File: src/rtl/decoder_3to8_sequencer.sv
`default_nettype none
// ============================================================================
// Module  : decoder_3to8_sequencer
// Purpose : Buffers 3-bit codes and drives each as a one-hot word for HOLD_CYCLES.
//           Optional macro DEC_GAP_CYCLE_EN inserts one idle cycle after each code.
// Rev     : 1.0  initial release
// ============================================================================
module decoder_3to8_sequencer #(
  parameter int FIFO_DEPTH  = 4,
  parameter int HOLD_CYCLES = 3
) (
  input  logic       clk,
  input  logic       rst,
  input  logic [2:0] code_in,
  input  logic       code_valid,
  output logic       code_ready,
  output logic [7:0] out,
  output logic       out_valid,
  output logic       busy,
  output logic       done
);

  localparam int c_ptr_w  = $clog2(FIFO_DEPTH);
  localparam int c_cnt_w  = $clog2(FIFO_DEPTH + 1);
  localparam int c_hold_w = $clog2(HOLD_CYCLES + 1);
  localparam logic [c_cnt_w-1:0]  c_cnt_full    = c_cnt_w'(FIFO_DEPTH);
  localparam logic [c_cnt_w-1:0]  c_cnt_one     = c_cnt_w'(1);
  localparam logic [c_hold_w-1:0] c_hold_reload = c_hold_w'(HOLD_CYCLES - 1);
  localparam logic [c_hold_w-1:0] c_hold_one    = c_hold_w'(1);

  typedef enum logic [1:0] {
    ST_IDLE = 2'd0,
    ST_HOLD = 2'd1,
    ST_GAP  = 2'd2
  } state_t;

  logic [2:0]          mem_q [FIFO_DEPTH];
  logic [c_ptr_w-1:0]  wr_ptr_q, rd_ptr_q;
  logic [c_cnt_w-1:0]  count_q;
  state_t              state_q, state_d;
  logic [c_hold_w-1:0] hold_q, hold_d;
  logic [7:0]          out_q, out_d;

  logic       w_empty, w_full, w_push, w_pop;
  logic [2:0] w_head;

  assign w_empty    = (count_q == '0);
  assign w_full     = (count_q == c_cnt_full);
  assign code_ready = !w_full;
  assign w_push     = code_valid && !w_full;
  assign w_head     = mem_q[rd_ptr_q];

  always_ff @(posedge clk) begin
    if (w_push) mem_q[wr_ptr_q] <= code_in;
  end

  // Pointers wrap for free because FIFO_DEPTH is a power of two.
  always_ff @(posedge clk) begin
    if (rst) begin
      wr_ptr_q <= '0;
      rd_ptr_q <= '0;
      count_q  <= '0;
      state_q  <= ST_IDLE;
      hold_q   <= '0;
      out_q    <= '0;
    end else begin
      if (w_push) wr_ptr_q <= wr_ptr_q + 1'b1;
      if (w_pop)  rd_ptr_q <= rd_ptr_q + 1'b1;
      case ({w_push, w_pop})
        2'b10:   count_q <= count_q + c_cnt_one;
        2'b01:   count_q <= count_q - c_cnt_one;
        default: count_q <= count_q;
      endcase
      state_q <= state_d;
      hold_q  <= hold_d;
      out_q   <= out_d;
    end
  end

  always_comb begin
    state_d = state_q;
    hold_d  = hold_q;
    out_d   = out_q;
    w_pop   = 1'b0;
    case (state_q)
      ST_IDLE: begin
        out_d = '0;
        w_pop = !w_empty;
      end
      ST_HOLD: begin
        if (hold_q != '0) begin
          hold_d = hold_q - c_hold_one;
        end else begin
`ifdef DEC_GAP_CYCLE_EN
          out_d   = '0;
          state_d = ST_GAP;
`else
          out_d   = '0;
          state_d = ST_IDLE;
          w_pop   = !w_empty;
`endif
        end
      end
`ifdef DEC_GAP_CYCLE_EN
      ST_GAP: begin
        out_d   = '0;
        state_d = ST_IDLE;
        w_pop   = !w_empty;
      end
`endif
      default: begin
        out_d   = '0;
        state_d = ST_IDLE;
      end
    endcase
    // Any pop loads the head word and restarts the hold, overriding the idle path.
    if (w_pop) begin
      out_d   = 8'h01 << w_head;
      hold_d  = c_hold_reload;
      state_d = ST_HOLD;
    end
  end

  assign out       = out_q;
  assign out_valid = (out_q != 8'h00);
  assign done      = (state_q == ST_HOLD) && (hold_q == '0);
  assign busy      = (state_q != ST_IDLE) || !w_empty;

endmodule
`default_nettype wire

File: config.mk
export PLATFORM = sky130hd
export DESIGN_NAME = decoder_3to8_sequencer
export DESIGN_NICKNAME = d
export VERILOG_FILES = /design/src/rtl/decoder_3to8_sequencer.sv
export SDC_FILE = /design/constraint.sdc
export NUM_CORES = 1
export LEC_CHECK = 0
export ABC_CLOCK_PERIOD_IN_PS = 5900
export BUFFER_PORTS_ARGS = -buffer_cell sky130_fd_sc_hd__buf_2
export CAP_MARGIN = 25
export CORE_MARGIN = 8
export CORE_UTILIZATION = 56
export DETAILED_ROUTE_END_ITERATION = 10
export GPL_TIMING_DRIVEN = 0
export PLACE_DENSITY = 0.76
export SLEW_MARGIN = 25
export SYNTH_ARGS = -nofsm -noshare
export SYNTH_HDL_FRONTEND = slang
export SYNTH_SLANG_ARGS = --single-unit
File: constraint.sdc
create_clock -name clk -period 5.9 [get_ports clk]
set_input_delay 1.18 -clock clk [delete_from_list [all_inputs] [get_ports clk]]
set_output_delay 1.18 -clock clk [all_outputs]
set_load 0.02 [all_outputs]
==> metrics <==
IO Pins=18; Final Max Slew Viols=0; CTS tree=done; worst r2r src=count_q[0]; fin crit share=0.473; min setup slack post-route=slightly above 3000 ps; largest net degree at the start of global routing=11; vias in the first global route=948; DRT antenna net count=0; Finished Cell Area=between 1500 and 2000 um2; clk slew on worst S/H paths=approximately 90 ps; worst hold start=out[7]; Final Non-Filler Cells=161; cell count after placement=between 150 and 200; syn nets=121; max-capacitance violation count=0; Post-synth EDFFs=12; register area share after synthesis=0.565; total CTS buffers=5; hold bufs inserted after CTS=0; Post-Route Skew=around 15 ps; Syn Area/Cell=around 12 um2; status=finished clean; Post-CTS Setup Repair Bufs=0; CP required=~4700 ps; Ys Warns=0; part of the power in the clock network=0.223; Core ar.=between 2000 and 2500 um2; Sinks on Clock Net=32; die span in y=around 65 um; H-tree levels=2; TritonRoute pass-1 iters=4; fraction of layout cells with a size suffix above 1=0.218; Synth Cell Area=1350 um2; Worst Setup EP=busy; initial core utilization=0.603; number of remaining DRC errors=0; total power=approximately 700 uW; crit path launch=count_q[0]; CP arrival=between 1500 and 2000 ps; Lkg Pwr=between 0.6 and 0.7 nW; worst-margin pin slew=about 460 ps; number of cell rows=17; Power Density=about 460 nW/um2; top_reg_cell synth=dfxtp_1; Hold Path Class=reg2reg; peak supply drop=0.000272 V; Yosys reg bits=32; worst-path fanout max=10; vias=906; reg2reg path depth=9; # diodes=0; switching share of power=0.345; Port Buffers=16; Total GRT Usage=0.123; Placer Congestion=around 0.76; RR Endpoint=count_q[2]; sum of negative setup slack=0 ps; R2R setup slack=about 3600 ps; clk buf depth=2; Place WS=approximately 3100 ps; crit path capture type=output pin; Hold Path Depth=1; NumNets Final=144; RSZ-0062 raised after global routing=false; DRT iter0 DRCs=40; WL per Instance=roughly 14 um; Min Hold Slack=approximately 500 ps; Core Util, Final=0.689; die width=65.0 um; vias per cell=roughly 5.6; Int Pwr=about 470 uW; die area=roughly 4200 um2; Setup-failing EPs final=0; Flop pwr share=0.427; P&R area growth vs syn=14.2%; f_max=359 MHz; Unique masters post-synth=33; wirelength, routed=~2300 um; Resized cells post-CTS=0; Post-Place Cell Area=1460 um2; logic gate share of total power=0.350; total global routing overflow=0; critical path type=reg2out; Post-DP HPWL=roughly 1700 um; Synth async-reset ratio=0; CTS root buf=clkbuf_4; Setup crit start kind=flop; Slew HR=0.691; first-pass GRT wire length=slightly above 4000 um; clk_lat worst skew=approximately 330 ps; Final Critical Period=approximately 2800 ps; antenna violations before repair=0; P_sw=roughly 250 uW; Cells after Synth=roughly 110; Final Hold Fails=0
==> cell type report <==
| class | instances | area, um2 |
|---|---|---|
| Sequential cell | 32 | 761 |
| Fill cell | 176 | 696 |
| Multi-Input combinational cell | 67 | 547 |
| Timing Repair Buffer | 16 | 80.1 |
| Clock buffer | 6 | 41.3 |
| Clock inverter | 2 | 35.0 |
| Tap cell | 28 | 35.0 |
| Inverter | 6 | 22.5 |
| Buffer | 4 | 16.3 |
==> synthesized netlist by cell type (2+ instances only) <==
master | number | share of area
ha_1 | 5 | 0.046
a21oi_1 | 9 | 0.033
a22o_1 | 6 | 0.039
nor2b_1 | 2 | 0.0093
nand3b_1 | 2 | 0.011
inv_1 | 6 | 0.017
nand2b_1 | 2 | 0.0093
nor4_1 | 2 | 0.0093
nand2_1 | 2 | 0.0056
dfxtp_1 | 20 | 0.30
or3_1 | 2 | 0.0093
edfxtp_1 | 12 | 0.27
a21o_1 | 2 | 0.011
clkbuf_1 | 2 | 0.0056
o21ai_0 | 3 | 0.011
a32o_1 | 2 | 0.015
and3_1 | 4 | 0.019
nand3_1 | 2 | 0.0074
mux4_2 | 3 | 0.050
xor2_1 | 2 | 0.013
nor2_1 | 7 | 0.020
==> cells in the final DEF (no fill, tap or decap), types with 3 or more instances in the layout <==
cell,count
o21ai_0,3
clkbuf_1,3
a21oi_1,9
mux4_2,3
ha_1,5
and3_1,4
inv_1,6
nor2_1,7
buf_2,17
dfxtp_1,20
clkbuf_4,5
edfxtp_1,12
a22o_1,6
==> per-layer routing <==
metal | routed length, um | GRT usage
met5 | 0 | 0
met4 | 31 | 0.0490
met3 | 168 | 0.0601
met2 | 1080 | 0.202
met1 | 1020 | 0.134
==> cell families (layout without fill, tap and decap cells) <==
group | Yosys count | in the layout | synth area share
multiplexers | 3 | 3 | 0.0502
adder cells (fa/ha/maj) | 6 | 6 | 0.0613
flip-flops | 32 | 32 | 0.565
buffers and inverters | 10 | 34 | 0.0288
AND/OR/NAND/NOR | 31 | 31 | 0.154
XOR/XNOR | 2 | 2 | 0.0130
AO/OA/AOI/OAI | 25 | 25 | 0.127
==> power by group through the flow <==
stage | logic [mW] | registers [mW] | clock network, mW
6_report | 0.249 | 0.304 | 0.159
5_1_grt | 0.283 | 0.312 | 0.173
4_1_cts | 0.251 | 0.305 | 0.163
3_5_place_dp | 0.249 | 0.309 | 0
3_3_place_gp | 0.241 | 0.307 | 0
2_1_floorplan | 0.188 | 0.310 | 0
==> registers in the layout (all words and copies together), names as in the netlist, named ones only <==
name	count
wr_ptr_q	2
count_q	3
rd_ptr_q	2
hold_q	2
out	8
mem_q	12
state_q	1
==> worst min-delay path by stage <==
stage                        endpoint  slack, ps
after CTS                      out[5]        500
after global routing       count_q[2]        530
after detailed placement       out[5]        480
final                          out[7]        500
after floorplan                  flop        450
after global placement    rd_ptr_q[1]        460
==> worst max-delay path: stages (launching register included) <==
cell and delay, ps:
dfxtp_1 340, nor3_1 410, buf_2 310, nand2b_1 70, buf_2 160
(Power assumes the default switching activity.)
